$ cat config.mk
export PLATFORM = sky130hd
export DESIGN_NAME = ntt_addr_gen
export DESIGN_NICKNAME = d
export VERILOG_FILES = /design/src/rtl/ntt_pkg.sv /design/src/rtl/ntt_delay_line.sv /design/src/rtl/ntt_addr_gen.sv
export SDC_FILE = /design/constraint.sdc
export NUM_CORES = 1
export LEC_CHECK = 0
export CAP_MARGIN = 20
export CORE_UTILIZATION = 46
export DETAILED_ROUTE_END_ITERATION = 12
export PLACE_DENSITY = 0.76
export SYNTH_ARGS = -nofsm -noshare
export SYNTH_HDL_FRONTEND = slang
export SYNTH_SLANG_ARGS = --single-unit
$ cat constraint.sdc
create_clock -name clk -period 2.9 [get_ports clk]
set_input_delay 0.87 -clock clk [delete_from_list [all_inputs] [get_ports clk]]
set_output_delay 0.87 -clock clk [all_outputs]
set_load 0.02 [all_outputs]
$ cat src/rtl/ntt_pkg.sv
// ntt_pkg: shared NTT definitions.
//   agen_state_e : address-generator FSM states (IDLE, RUN, DRAIN, DONE)
//   LOGN_DEF     : default log2 transform size
//   Q            : coefficient modulus (65537)
//   N_BITS       : coefficient width shared with butterfly / modular arithmetic
package ntt_pkg;

    typedef enum logic [1:0] {
        IDLE,
        RUN,
        DRAIN,
        DONE
    } agen_state_e;

    localparam int LOGN_DEF = 8;
    localparam int Q        = 65537;
    localparam int N_BITS   = 17;

endpackage

$ cat src/rtl/ntt_delay_line.sv
// ntt_delay_line: reset-clearable shift register, DEPTH stages of W bits.
// Ports:
//   clk   in  1  rising-edge clock
//   rst_n in  1  async active-low reset, clears every stage
//   din   in  W  value entering the line
//   dout  out W  din delayed by DEPTH cycles
module ntt_delay_line #(
    parameter int unsigned W     = 1,
    parameter int unsigned DEPTH = 1
) (
    input  logic         clk,
    input  logic         rst_n,
    input  logic [W-1:0] din,
    output logic [W-1:0] dout
);

    logic [W-1:0] taps [DEPTH];

    always_ff @(posedge clk or negedge rst_n) begin
        if (!rst_n) begin
            for (int unsigned i = 0; i < DEPTH; i++) begin
                taps[i] <= '0;
            end
        end else begin
            taps[0] <= din;
            for (int unsigned i = 1; i < DEPTH; i++) begin
                taps[i] <= taps[i-1];
            end
        end
    end

    assign dout = taps[DEPTH-1];

endmodule

$ cat src/rtl/ntt_addr_gen.sv
// ntt_addr_gen: radix-2 DIT in-place NTT address sequencer.
// Issues one butterfly per RUN cycle (rd_addr0/rd_addr1 + tf_addr), drains
// LAT = RD_LAT+BF_LAT cycles between stages, and emits write-back addresses
// delayed by LAT so they line up with the butterfly outputs.
// Ports:
//   clk, rst_n           clock, async active-low reset
//   start                one-cycle request, honoured only in IDLE
//   hold                 (only with NTT_AGEN_HOLD_EN) stalls issue while in RUN
//   busy                 high from accept through the last wr_en
//   done                 one-cycle pulse after the final wr_en
//   stage                current stage index
//   rd_en, rd_addr0/1    read strobe and butterfly operand addresses
//   tf_addr              twiddle ROM index
//   wr_en, wr_addr0/1    read strobe/addresses delayed by LAT
// Optional feature macro: NTT_AGEN_HOLD_EN
module ntt_addr_gen
    import ntt_pkg::*;
#(
    parameter int LOGN   = LOGN_DEF,
    parameter int RD_LAT = 1,
    parameter int BF_LAT = 1,
    localparam int SW    = (LOGN > 1) ? $clog2(LOGN) : 1
) (
    input  logic            clk,
    input  logic            rst_n,
    input  logic            start,
`ifdef NTT_AGEN_HOLD_EN
    input  logic            hold,
`endif
    output logic            busy,
    output logic            done,
    output logic [SW-1:0]   stage,
    output logic            rd_en,
    output logic [LOGN-1:0] rd_addr0,
    output logic [LOGN-1:0] rd_addr1,
    output logic [LOGN-2:0] tf_addr,
    output logic            wr_en,
    output logic [LOGN-1:0] wr_addr0,
    output logic [LOGN-1:0] wr_addr1
);

    localparam int LAT = RD_LAT + BF_LAT;
    localparam int JW  = LOGN - 1;
    localparam int DW  = $clog2(LAT + 1);

    localparam logic [JW-1:0]   J_LAST = '1;
    localparam logic [SW-1:0]   S_LAST = SW'(LOGN - 1);
    localparam logic [DW-1:0]   D_LAST = DW'(LAT - 1);
    localparam logic [LOGN-1:0] ONE    = LOGN'(1);

    agen_state_e   state_q, state_d;
    logic [SW-1:0] s_q, s_d;
    logic [JW-1:0] j_q, j_d;
    logic [DW-1:0] d_q, d_d;
    logic          stall;
    logic          issue;

`ifdef NTT_AGEN_HOLD_EN
    assign stall = hold;
`else
    assign stall = 1'b0;
`endif

    assign issue = (state_q == RUN) && !stall;

    // State register
    always_ff @(posedge clk or negedge rst_n) begin
        if (!rst_n) begin
            state_q <= IDLE;
            s_q     <= '0;
            j_q     <= '0;
            d_q     <= '0;
        end else begin
            state_q <= state_d;
            s_q     <= s_d;
            j_q     <= j_d;
            d_q     <= d_d;
        end
    end

    // Next-state logic
    always_comb begin
        state_d = state_q;
        s_d     = s_q;
        j_d     = j_q;
        d_d     = d_q;
        case (state_q)
            IDLE: begin
                if (start) begin
                    state_d = RUN;
                    s_d     = '0;
                    j_d     = '0;
                end
            end
            RUN: begin
                if (!stall) begin
                    // j wraps to 0 on the last butterfly, ready for the next stage
                    j_d = j_q + JW'(1);
                    if (j_q == J_LAST) begin
                        state_d = DRAIN;
                        d_d     = '0;
                    end
                end
            end
            DRAIN: begin
                if (d_q == D_LAST) begin
                    if (s_q == S_LAST) begin
                        state_d = DONE;
                    end else begin
                        state_d = RUN;
                        s_d     = s_q + SW'(1);
                        j_d     = '0;
                    end
                end else begin
                    d_d = d_q + DW'(1);
                end
            end
            DONE: begin
                state_d = IDLE;
                s_d     = '0;
            end
            default: state_d = IDLE;
        endcase
    end

    // Butterfly address math from the current (s, j)
    logic [LOGN-1:0] jx, half, k, grp, a0, a1;
    logic [LOGN-2:0] tf;

    always_comb begin
        jx   = {1'b0, j_q};
        half = ONE << s_q;
        k    = jx & (half - ONE);
        grp  = jx >> s_q;
        a0   = ((grp << s_q) << 1) | k;
        a1   = a0 | half;
        tf   = JW'(k << (LOGN - 1 - s_q));
    end

    // Outputs; addresses are forced to zero outside RUN so idle/reset reads 0,
    // while a held RUN cycle keeps presenting the pending butterfly.
    always_comb begin
        rd_en    = issue;
        busy     = (state_q == RUN) || (state_q == DRAIN);
        done     = (state_q == DONE);
        stage    = s_q;
        rd_addr0 = (state_q == RUN) ? a0 : '0;
        rd_addr1 = (state_q == RUN) ? a1 : '0;
        tf_addr  = (state_q == RUN) ? tf : '0;
    end

    logic [2*LOGN:0] wr_bus;

    ntt_delay_line #(
        .W     (2 * LOGN + 1),
        .DEPTH (LAT)
    ) u_wr_dly (
        .clk   (clk),
        .rst_n (rst_n),
        .din   ({rd_en, rd_addr0, rd_addr1}),
        .dout  (wr_bus)
    );

    assign {wr_en, wr_addr0, wr_addr1} = wr_bus;

endmodule

* Word-level counts from Yosys, hierarchy flattened
Cells that the tools add are included.
Cells by class: $add $sub $neg 5, eq/ne operators 11, shift-type cells 4, muxes and demuxes 19, bitwise operators 3, reductions and logical operators 9
Operators by type and width (number):
- $shl A8 B32 Y7 | 1
- $mux W7 | 4
- $pmux W7 S3 | 1
- $mux W8 | 2
- $or A8 B8 Y8 | 2
- $mux W2 | 6
- $mux W3 | 3
- $pmux W3 S3 | 1
- $and A7 B8 Y8 | 1
- $ne A2 B2 Y1 const B | 4
- $pmux W2 S4 | 1
- $reduce_and A4 Y1 | 2
- $shl A1 B3 Y8 const A | 1
- $shl A8 B3 Y7 | 1
- $shr A7 B3 Y8 | 1
- $sub A8 B1 Y8 const B | 1
- $add A7 B1 Y7 const B | 1
- $eq A7 B7 Y1 const B | 1
- $reduce_and A3 Y1 | 2
- $reduce_bool A3 Y1 | 2
- $eq A2 B1 Y1 const B | 2
- $eq A2 B2 Y1 const B | 2
- $pmux W2 S2 | 1
- $sub A3 B3 Y4 const A | 1
- 7 further kinds | 7
Storage, ports and cells: bits in registers 48, output and inout bits 46

* Depth between registers and ports, before layout
Gate-level depths: netlist of run 1.
word-level depth 6, gate-level depth with buffers 10, mapped depth without buffers 9

* By module
Synthesis of run 1 repeated with hierarchy kept, for this count alone.
Second synthesis, totals: cells, all modules 256, area total of the unflattened synthesis 2537.4 µm²
Modules (own cells, without submodules):
- ntt_addr_gen | times used 1, cells an instance 205, area each 1559.0 µm², sequential area each 350.3 µm²
- ntt_delay_line | times used 1, cells an instance 51, area each 978.4 µm², sequential area each 850.8 µm²

* Worst setup path before layout of run 1
No wires, ideal clock.
path kind reg2out, start register s_q[0], in the netlist stage[0], end output port tf_addr[6], data arrival time 2.593 ns, data required time 2.030 ns, slack -0.563 ns, stages on the path, launching flop included 11, cell sequence dfrtp_1 buf_2 inv_1 ha_1 nand2b_1 ha_1 nor2b_1 and3b_1 o21a_1 a22oi_1 o31ai_1
Between the ends: word-level cells in the longest chain between the ends 5, elaborated cells on any way between the ends 6, classes of those cells add/sub (2); shift (2); mux (1); bitwise (1)
Ends and longest elaborated chain:
- start: declaration | RTL line ntt_addr_gen.sv:52 | logic [SW-1:0] s_q, s_d;
- start signal: assignment | RTL line ntt_addr_gen.sv:70 | s_q <= '0;
- start signal: assignment | RTL line ntt_addr_gen.sv:75 | s_q <= s_d;
- $shl A1 B3 Y8 | RTL line ntt_addr_gen.sv:132 | half = ONE << s_q;
- $sub A8 B1 Y8 | RTL line ntt_addr_gen.sv:133 | k = jx & (half - ONE);
- $and A7 B8 Y8 | RTL line ntt_addr_gen.sv:133
- $shl A8 B32 Y7 * | RTL line ntt_addr_gen.sv:137 | tf = JW'(k << (LOGN - 1 - s_q));
- $mux W7 * | RTL line ntt_addr_gen.sv:149 | tf_addr = (state_q == RUN) ? tf : '0;
- end: declaration | RTL line ntt_addr_gen.sv:36 | output logic [LOGN-2:0] tf_addr,
Every way passes the cells marked *; elsewhere a longest branch is shown, timed or not.

* Worst setup path after layout of run 1
Same ends and word-level chain as after synthesis.

==> flow_summary.toml, run 1 <==
[yosys]
avgSynthCellArea_um2 = 9.90
seq_area_frac_synth_pct = 48.3
synth_xor_area_share_pct = 0.705
synth_top_family_by_area = "simple AND/OR/NAND/NOR gates"
synth_compound_area_share_pct = 15.9
async_flop_share_pct = 100
muxShareOfSynthArea_pct = 0.856
netlist_area_um2 = 2480
ys_types = 53
synth-edff-count = 0
synth-main-ff-cell = "dfrtp_1"
synth_warnings = 0
synth-simple-area-share_pct = 18.9
syn-num-nets = 267
synth_fa_ha_area_share_pct = 6.55
synth.area.top_cells = "dfrtp_1 (48%), ha_1 (6.5%), buf_4 (4.8%)"
synthTopCellsByCount = "dfrtp_1 (48), nand2_1 (24), nor2_1 (17)"
ys_ff_latch = 48
synth_top_area_cell = "dfrtp_1"
synthCells = 251
yosysMostFrequentCell = "dfrtp_1"
yosys.area.top_type_share_pct = 48.3

[grt]
grt_max_degree = 38
grt_pass1_wl_mm = 10.2
track_usage_pct = 24.5
grt_overflow = 0
first_global_vias = 2136
antenna_found_initial = 0

[die]
placementRows = 26
die_area_um2 = 5700
boundaryPins = 49
core_um2 = 5140
fp.dieW_um = 75.5
dieHeight_um = 75.5
start_util_pct = 48.3

[setup_path]
crit_chain = "inv_6 > ha_4 > nand2b_4 > ha_4 > nor2b_4 > and3b_1 > o21a_2 > a22oi_2 > buf_4 > o31ai_4 > buf_6"
worstSetupPathType = "reg -> out"
crit_fanout = 5
critPathRequiredTime_ps = 2030
cp_slowest_stage_delay_ps = 490
critPathCaptureType = "output pin"
slowest_stage = "dfrtp_2"
crit_top_cell = "ha_4"
worstPathArrival_ps = 2390
startpoint_type = "register"
critPathBufInv = 3
critical-path-top-delay-family = "flip-flops"

[power_and_ir_drop]
p_per_area_nw_per_um2 = 326
p_switching_uw = 257
p_seq_share_pct = 56.2
p_int_uw = 932
total_power_uw = 1190
p_comb_share_pct = 1.4
cellLeakagePower_uw = 0.00162
ir_drop_uv = 186
clock_power_share_pct = 42.4
sw_frac_of_total_pct = 21.6

[timing]
max_freq_ghz = 0.307
fin_crit_ps = 3260
hold_ws_ps = 351
final.setup.tns_ps = -3490
finalSetupViolations = 16
worst_pin_slew_ps = 825
fin_crit_sh_pct = 112
maxSlewHeadroom_pct = 45.0
drv_slew = 0
skew_ps = 13.7
rsz0062_at_grt = "yes"
fin_ws_ps = -356
hold_viol_final = 0

[layout]
nFillCells = 401
syn2layout_area_growth_pct = 46.7
diodes = 0
seq_area_um2 = 1200
fin_cells = 405
multi_input_area_um2 = 1310
fin_nets = 350
final_layout_size_suffix_gt1_share_pct = 40.9

[route]
drtPass1Iterations = 4
first_iter_violations = 139
wirelength_mm = 6.50
post-route-drc-count = 0
avgRoutedWirePerCell_um = 16.1
num_vias = 2197
ant_nets = 0
vias_per_cell = 5.42

[min_path]
hp-class = "reg -> reg"

[clock_network]
clk_pin_slew_ps = 100
h-tree-depth = 2
clockBufferDepth = 2
clk_latency_ps = 310
cts_tree = "built"
clock_sinks = 48
numCtsBuffers = 5
cts_root_buf = "clkbuf_8"

[job]
cap_violations = 0

[placed_design]
dp.cells = 388
portBuffers = 48
dpl_worst_slack_ps = -496
gp_congestion = 0.875
dp_hpwl_mm = 4.70

[outcome]
failed_checks = "setup timing"
status = "complete, but fails checks"
==> power groups by stage <==
stage | Clock [uW] | Combinational (uW) | Sequential, uW
2_1_floorplan | 0 | 0.00488 | 682
3_3_place_gp | 0 | 16.8 | 682
3_5_place_dp | 0 | 17.3 | 682
4_1_cts | 509 | 17.3 | 669
5_1_grt | 534 | 19.3 | 669
6_report | 504 | 16.3 | 669
==> sequential cells by signal (all words and copies together), names as in the netlist <==
name	cells
d_q	2
state_q	2
u_wr_dly.dout	17
stage	3
u_wr_dly.taps	17
j_q	7
==> cell families after synthesis <==
family                   Yosys count
buffers and inverters             39
AO/OA/AOI/OAI                     61
XOR/XNOR                           2
flip-flops                        48
multiplexers                       2
adder cells (fa/ha/maj)           13
AND/OR/NAND/NOR                   86
==> metrics by stage <==
| step | util [%] | cell area (um^2) |
|---|---|---|
| after floorplan | - | 2620 |
| after global placement | 65.1 | 3350 |
| after detailed placement | 65.1 | 3350 |
| after CTS | 70.4 | 3620 |
| after global routing | 70.9 | 3640 |
| final | 70.9 | 3640 |
==> area by class of cell <==
cell class	count	area share, %
clock buffer	5	1.89
clock inverter	3	1.27
inverter	13	1.54
multi-input combinational	164	35.9
sequential	48	33.0
tap	70	2.40
timing repair buffer	102	24.0
==> cell usage in the layout (no fill, tap or decap), drive strengths merged, types with 2 or more instances in the layout <==
cell type / count
buf: 73
dfrtp: 48
nand2: 26
clkdlybuf4s50: 24
o21ai: 20
nor2: 17
inv: 14
ha: 13
nand3: 12
a21oi: 12
nor3: 9
clkbuf: 7
nor2b: 7
a31oi: 4
dlygate4sd2: 3
nand2b: 3
a211oi: 3
o21a: 3
o31ai: 3
xnor2: 2
and2: 2
a22o: 2
a21o: 2
and3: 2
a41oi: 2
==> timing repair <==
action / CTS / global route
gates resized for setup: 128 / 12
hold buffers: 0 / 0
pin swaps: 17 / 3
endpoints found under the setup margin: 23 / 20
gates cloned: 0 / 0
setup buffers: 9 / 0
==> final timing paths <==
kind                                         from           endpoint  slack (ps)  depth (start not counted)
worst min register to register  u_wr_dly.taps[28]  u_wr_dly.dout[11]         350                          0
max in group asynchronous                   rst_n   u_wr_dly.dout[6]        1630                          2
min in group asynchronous                   rst_n  u_wr_dly.taps[33]         640                          1
worst max-delay path                     stage[0]         tf_addr[6]        -360                         11
worst max register to register           stage[0]             j_q[5]         810                          7
worst min-delay path            u_wr_dly.taps[28]  u_wr_dly.dout[11]         350                          0
==> layer usage <==
metal	global-route usage (%)	vias to the layer above	routed length, um
met3	4.76	14	358
met2	43.1	79	3310
met5	0	-	0
met4	9.67	0	153
li1	-	1027	-
met1	29.7	1077	2680
Power figures use the tool's default switching activity.
==> inputs of run 2 (changes only) <==
--- a/config.mk
+++ b/config.mk
@@ -6,6 +6,7 @@
 export NUM_CORES = 1
 export LEC_CHECK = 0
 export CAP_MARGIN = 20
+export CORE_MARGIN = 10
 export CORE_UTILIZATION = 46
 export DETAILED_ROUTE_END_ITERATION = 12
 export PLACE_DENSITY = 0.76
==> run 2 against run 1 <==
  * The flow still finishes with violations (setup timing)
  * Worst setup slack gained 20 ps
  * Power shrank 3.0%
  * Count of clock-buffer cells in the layout grew 1
  * Routed wire length grew 7.0%
  * Cell count grew 1.2%
==> flow_summary.toml, run 2 (synthesized netlist as in run 1, its figures left out) <==
[setup_path]
slowest_stage = "dfrtp_2"
r2r-start = "stage[1]"
endpoint = "tf_addr[2]"
critPathCaptureType = "output pin"
regToRegSetupSlack_ps = 780
critPathRequiredTime_ps = 2030
crit_fanout = 4
cp_slowest_stage_delay_ps = 480
crit_cells = 7
worstPathArrival_ps = 2370
crit_top_cell = "nor2b_2"
crit_chain = "inv_6 > ha_2 > nor2b_2 > mux2_4 > o21ai_4 > nor2b_2 > clkdlybuf4s15_2"
worstSetupPathType = "reg -> out"
worstReg2RegEnd = "u_wr_dly.taps[23]"
critPathBufInv = 2
startpoint_type = "register"
critical-path-top-delay-family = "flip-flops"
crit_start = "stage[0]"
r2r_cells = 11

[die]
fp.dieW_um = 93.5
die_area_um2 = 8740
boundaryPins = 49
start_util_pct = 48.0
dieHeight_um = 93.5
core_um2 = 5170
placementRows = 26

[route]
avgRoutedWirePerCell_um = 17.0
num_vias = 2239
drtPass1Iterations = 4
wirelength_mm = 6.96
first_iter_violations = 133
vias_per_cell = 5.46
ant_nets = 0
post-route-drc-count = 0

[clock_network]
h-tree-depth = 2
cts_hold_buf = 0
clk_pin_slew_ps = 80
cts_root_buf = "clkbuf_8"
cts_tree = "built"
clockBufferDepth = 2
clk_latency_ps = 300
clock_sinks = 48
numCtsBuffers = 5

[grt]
first_global_vias = 2307
track_usage_pct = 15.9
grt_pass1_wl_mm = 11.3
grt_max_degree = 32
grt_overflow = 0
antenna_found_initial = 0

[layout]
final_layout_size_suffix_gt1_share_pct = 42.4
layout_commonest_cell = "buf_4"
final_cell_area_um2 = 3710
fin_nets = 355
fin_cells = 410
final_cell_mix = "buf_4 (61), dfrtp_1 (46), clkdlybuf4s50_1 (24), nand2_1 (21)"
syn2layout_area_growth_pct = 49.3
diodes = 0

[min_path]
hp-class = "reg -> reg"
hold_path_startpoint = "u_wr_dly.taps[31]"

[placed_design]
placed_cell_area_um2 = 3380
dpl_worst_slack_ps = -430
dp.cells = 392
dp_hpwl_mm = 4.98
portBuffers = 48
gp_congestion = 0.936

[timing]
rsz0062_at_grt = "yes"
final.setup.tns_ps = -3340
drv_slew = 0
max_freq_ghz = 0.309
fin_crit_ps = 3240
fin_crit_sh_pct = 112
maxSlewHeadroom_pct = 67.1
worst_pin_slew_ps = 493
hold_ws_ps = 353
fin_ws_ps = -336
hold_viol_final = 0
finalSetupViolations = 16
skew_ps = 7.12

[power_and_ir_drop]
p_per_area_nw_per_um2 = 311
ir_drop_uv = 274
clock_power_share_pct = 40.7
sw_frac_of_total_pct = 19.6
p_seq_share_pct = 58.0
cellLeakagePower_uw = 0.00166
p_switching_uw = 226
p_comb_share_pct = 1.3
p_int_uw = 927

[job]
cap_violations = 0

[outcome]
failed_checks = "setup timing"
status = "complete, but fails checks"
run 2: cell types whose count changed in the layout (fill, tap and decap cells not counted), moves of 2 or more:
cell	change
buf_4	+8
a21oi_2	-2
a21oi_4	+2
buf_6	-2
nand2_4	+2
nor2b_2	+2
nor2b_4	-2
run 2: cell type report:
type                    count  area, um^2
fillers                   364        1460
multi-input cells         164        1350
flip-flops and latches     48        1200
repair buffers            107         910
well taps                  70        87.6
clock buffers               6        72.6
inverters                  13        56.3
clock inverters             2        35.0
run 2: how the worst min path moves through the flow:
stage	depth (start not counted)	end
2_1_floorplan	0	u_wr_dly.dout[0]
3_3_place_gp	0	u_wr_dly.dout[4]
3_5_place_dp	0	u_wr_dly.dout[8]
4_1_cts	0	u_wr_dly.dout[14]
5_1_grt	0	u_wr_dly.dout[16]
6_report	0	u_wr_dly.dout[14]
run 2: per-stage QoR:
| stage | total power (uW) | utilization (%) |
|---|---|---|
| after detailed placement | 698 | 65.3 |
| after CTS | 1170 | 70.2 |
| after global placement | 697 | 65.3 |
| final | 1150 | 71.7 |
| after floorplan | 682 | - |
| after global routing | 1200 | 71.7 |
run 2: repair_timing:
| item | 4_1_cts | 5_1_grt |
|---|---|---|
| endpoints found under the setup margin | 23 | 21 |
| buffers inserted | 7 | 3 |
| gates resized for setup | 128 | 18 |
| pin swaps | 10 | 6 |
run 2: worst reg2reg max path, cell delays in order (launching register included):
cell and delay, ps:
dfrtp_2 450, inv_4 100, ha_4 170, nand2_4 60, ha_4 160, nor2b_4 130, a2111oi_2 290, a41o_1 220
a21oi_2 70, a21oi_2 190, buf_4 130, buf_4 80
run 2: power groups by stage:
| stage | combinational [uW] | clock (uW) | sequential [uW] |
|---|---|---|---|
| final | 14.8 | 470 | 669 |
| after global routing | 17.8 | 515 | 669 |
| after floorplan | 0.00488 | 0 | 682 |
| after detailed placement | 15.7 | 0 | 682 |
| after CTS | 15.8 | 484 | 669 |
| after global placement | 15.5 | 0 | 682 |
run 2: per-layer routing:
metal / global-route usage, % / up-vias / wire (um)
li1: - / 1036 / -
met1: 20.0 / 1078 / 2830
met2: 25.3 / 104 / 3320
met3: 3.84 / 21 / 629
met4: 6.81 / 0 / 180
met5: 0 / - / 0
==> inputs of run 3 (changes only) <==
--- a/config.mk
+++ b/config.mk
@@ -6,10 +6,12 @@
 export NUM_CORES = 1
 export LEC_CHECK = 0
 export CAP_MARGIN = 20
+export CORE_ASPECT_RATIO = 0.8
 export CORE_MARGIN = 10
-export CORE_UTILIZATION = 46
+export CORE_UTILIZATION = 51
 export DETAILED_ROUTE_END_ITERATION = 12
-export PLACE_DENSITY = 0.76
+export PLACE_DENSITY = 0.8
+export SLEW_MARGIN = 20
 export SYNTH_ARGS = -nofsm -noshare
 export SYNTH_HDL_FRONTEND = slang
 export SYNTH_SLANG_ARGS = --single-unit
==> constraint.sdc (replaced) <==
create_clock -name clk -period 3.7 [get_ports clk]
set_input_delay 1.11 -clock clk [delete_from_list [all_inputs] [get_ports clk]]
set_output_delay 1.11 -clock clk [all_outputs]
set_load 0.02 [all_outputs]
==> run 3 against run 2 <==
  * Register-to-register slack gained 730 ps
  * The run now ends clean
  * Largest cell class is now registers
  * Via count down 11%
  * Die area is 7.5% lower
==> flow_summary.toml, run 3 (synthesized netlist as in run 1, its figures left out) <==
[timing]
hold_ws_ps = 352
worst_pin_slew_ps = 577
fin_crit_sh_pct = 97.0
maxSlewHeadroom_pct = 61.6
finalSetupViolations = 0
fin_crit_ps = 3590
drv_slew = 0
hold_viol_final = 0
skew_ps = 6.79
final.setup.tns_ps = 0
max_freq_ghz = 0.279

[die]
boundaryPins = 49
dieHeight_um = 82.4
core_um2 = 4650
fp.dieW_um = 98.0
start_util_pct = 53.4
die_area_um2 = 8080
placementRows = 22

[route]
ant_nets = 0
dr_wl_met2_mm = 2.63
avgRoutedWirePerCell_um = 16.6
first_iter_violations = 196
num_vias = 1991
wirelength_mm = 5.98
drtPass1Iterations = 4
drt-met1-wl_mm = 2.71
wl_met3_um = 568
vias_per_cell = 5.52
post-route-drc-count = 0
top_layer = "met4"

[layout]
diodes = 0
final_layout_size_suffix_gt1_share_pct = 21.3
fin_cells = 361
layout_commonest_cell = "dfrtp_1"
seq_area_um2 = 1200
fin_nets = 317
utilization_pct = 68.6
multi_input_area_um2 = 1140
final_cell_mix = "dfrtp_1 (48), clkdlybuf4s50_1 (30), nand2_1 (24), buf_4 (23), nor2_1 (16)"
syn2layout_area_growth_pct = 28.3
nFillCells = 367

[setup_path]
r2r-start = "stage[0]"
crit_chain = "inv_1 > buf_4 > ha_1 > nor2b_2 > mux2_2 > nor2_1 > a31oi_1 > a211oi_1 > buf_2"
crit_cells = 9
slowest_stage = "dfrtp_1"
worstPathArrival_ps = 2480
endpoint = "tf_addr[5]"
critPathRequiredTime_ps = 2590
critPathCaptureType = "output pin"
cp_slowest_stage_delay_ps = 420
worstSetupPathType = "reg -> out"
r2r_cells = 9
critical-path-top-delay-family = "buffers and inverters"
regToRegSetupSlack_ps = 1510
startpoint_type = "register"
worstReg2RegEnd = "j_q[3]"
critPathBufInv = 3
crit_start = "stage[0]"
crit_fanout = 5

[clock_network]
cts_root_buf = "clkbuf_8"
cts_hold_buf = 0
clock_sinks = 48
h-tree-depth = 2
numCtsBuffers = 5
clk_latency_ps = 300
clk_pin_slew_ps = 80
cts_tree = "built"
clockBufferDepth = 2

[grt]
grt_max_degree = 49
first_global_vias = 1916
grt_overflow = 0
grt_pass1_wl_mm = 9.65
track_usage_pct = 14.5
antenna_found_initial = 0

[job]
cap_violations = 0

[power_and_ir_drop]
p_comb_share_pct = 1.1
p_switching_uw = 171
cellLeakagePower_uw = 0.00143
ir_drop_uv = 237
clock_power_share_pct = 44.4
p_seq_share_pct = 54.5
p_int_uw = 791
total_power_uw = 962
p_per_area_nw_per_um2 = 302
sw_frac_of_total_pct = 17.7

[placed_design]
dp_hpwl_mm = 4.29
portBuffers = 48
gp_congestion = 0.920
dp.cells = 351

[outcome]
status = "finished, final reports clean"

[min_path]
hold_path_startpoint = "u_wr_dly.taps[25]"
hp-class = "reg -> reg"
-- run 3: cell count changes in the layout (fill, tap and decap cells not counted), moves of 3 or more --
cell	previous run	this run
nand2_1	21	24
buf_6	14	0
a21oi_1	7	10
buf_2	3	6
dlygate4sd2_1	2	8
ha_1	7	10
clkdlybuf4s50_1	24	30
ha_4	3	0
buf_4	61	23
-- run 3: metal layers --
metal	vias to the layer above	global-route usage (%)
met3	9	5.48
met2	85	20.8
met4	0	5.07
met1	940	19.7
li1	957	-
met5	-	0
-- run 3: worst min path at each step --
| stage | cells after the start | slack (ps) | endpoint |
|---|---|---|---|
| after floorplan | 0 | 330 | u_wr_dly.dout[0] |
| after global placement | 0 | 330 | u_wr_dly.dout[7] |
| after detailed placement | 0 | 330 | u_wr_dly.dout[14] |
| after CTS | 0 | 350 | u_wr_dly.dout[14] |
| after global routing | 0 | 360 | u_wr_dly.dout[8] |
| final | 0 | 350 | u_wr_dly.dout[8] |
-- run 3: timing repair --
| item | CTS | global route |
|---|---|---|
| endpoints found under the setup margin | 16 | 13 |
| gates resized for setup | 33 | 27 |
| hold endpoints to repair | 0 | 0 |
| pin swaps | 1 | 2 |
| buffers inserted | 1 | 2 |
-- run 3: stage by stage --
step | cell area, um^2 | setup WS [ps]
6_report | 3190 | 111
5_1_grt | 3190 | -23.8
3_5_place_dp | 3010 | -36.4
2_1_floorplan | 2490 | 14.8
3_3_place_gp | 3010 | 23.4
4_1_cts | 3150 | -27.4
-- run 3: area by class of cell --
type                            instances  area share (%)
Sequential cell                        48            37.7
Tap cell                               60            2.35
Clock inverter                          2            1.88
Clock buffer                            5            2.16
Timing Repair Buffer                   69            18.5
Multi-Input combinational cell        164            35.9
Inverter                               13            1.53
-- run 3: power by group through the flow --
| stage | clock network, uW | logic (uW) | registers, uW |
|---|---|---|---|
| floorplan | 0 | 0.00393 | 535 |
| CTS | 438 | 11.7 | 524 |
| detailed placement | 0 | 11.8 | 535 |
| finish | 427 | 11.1 | 524 |
| global route | 463 | 13.3 | 524 |
| global placement | 0 | 11.6 | 535 |
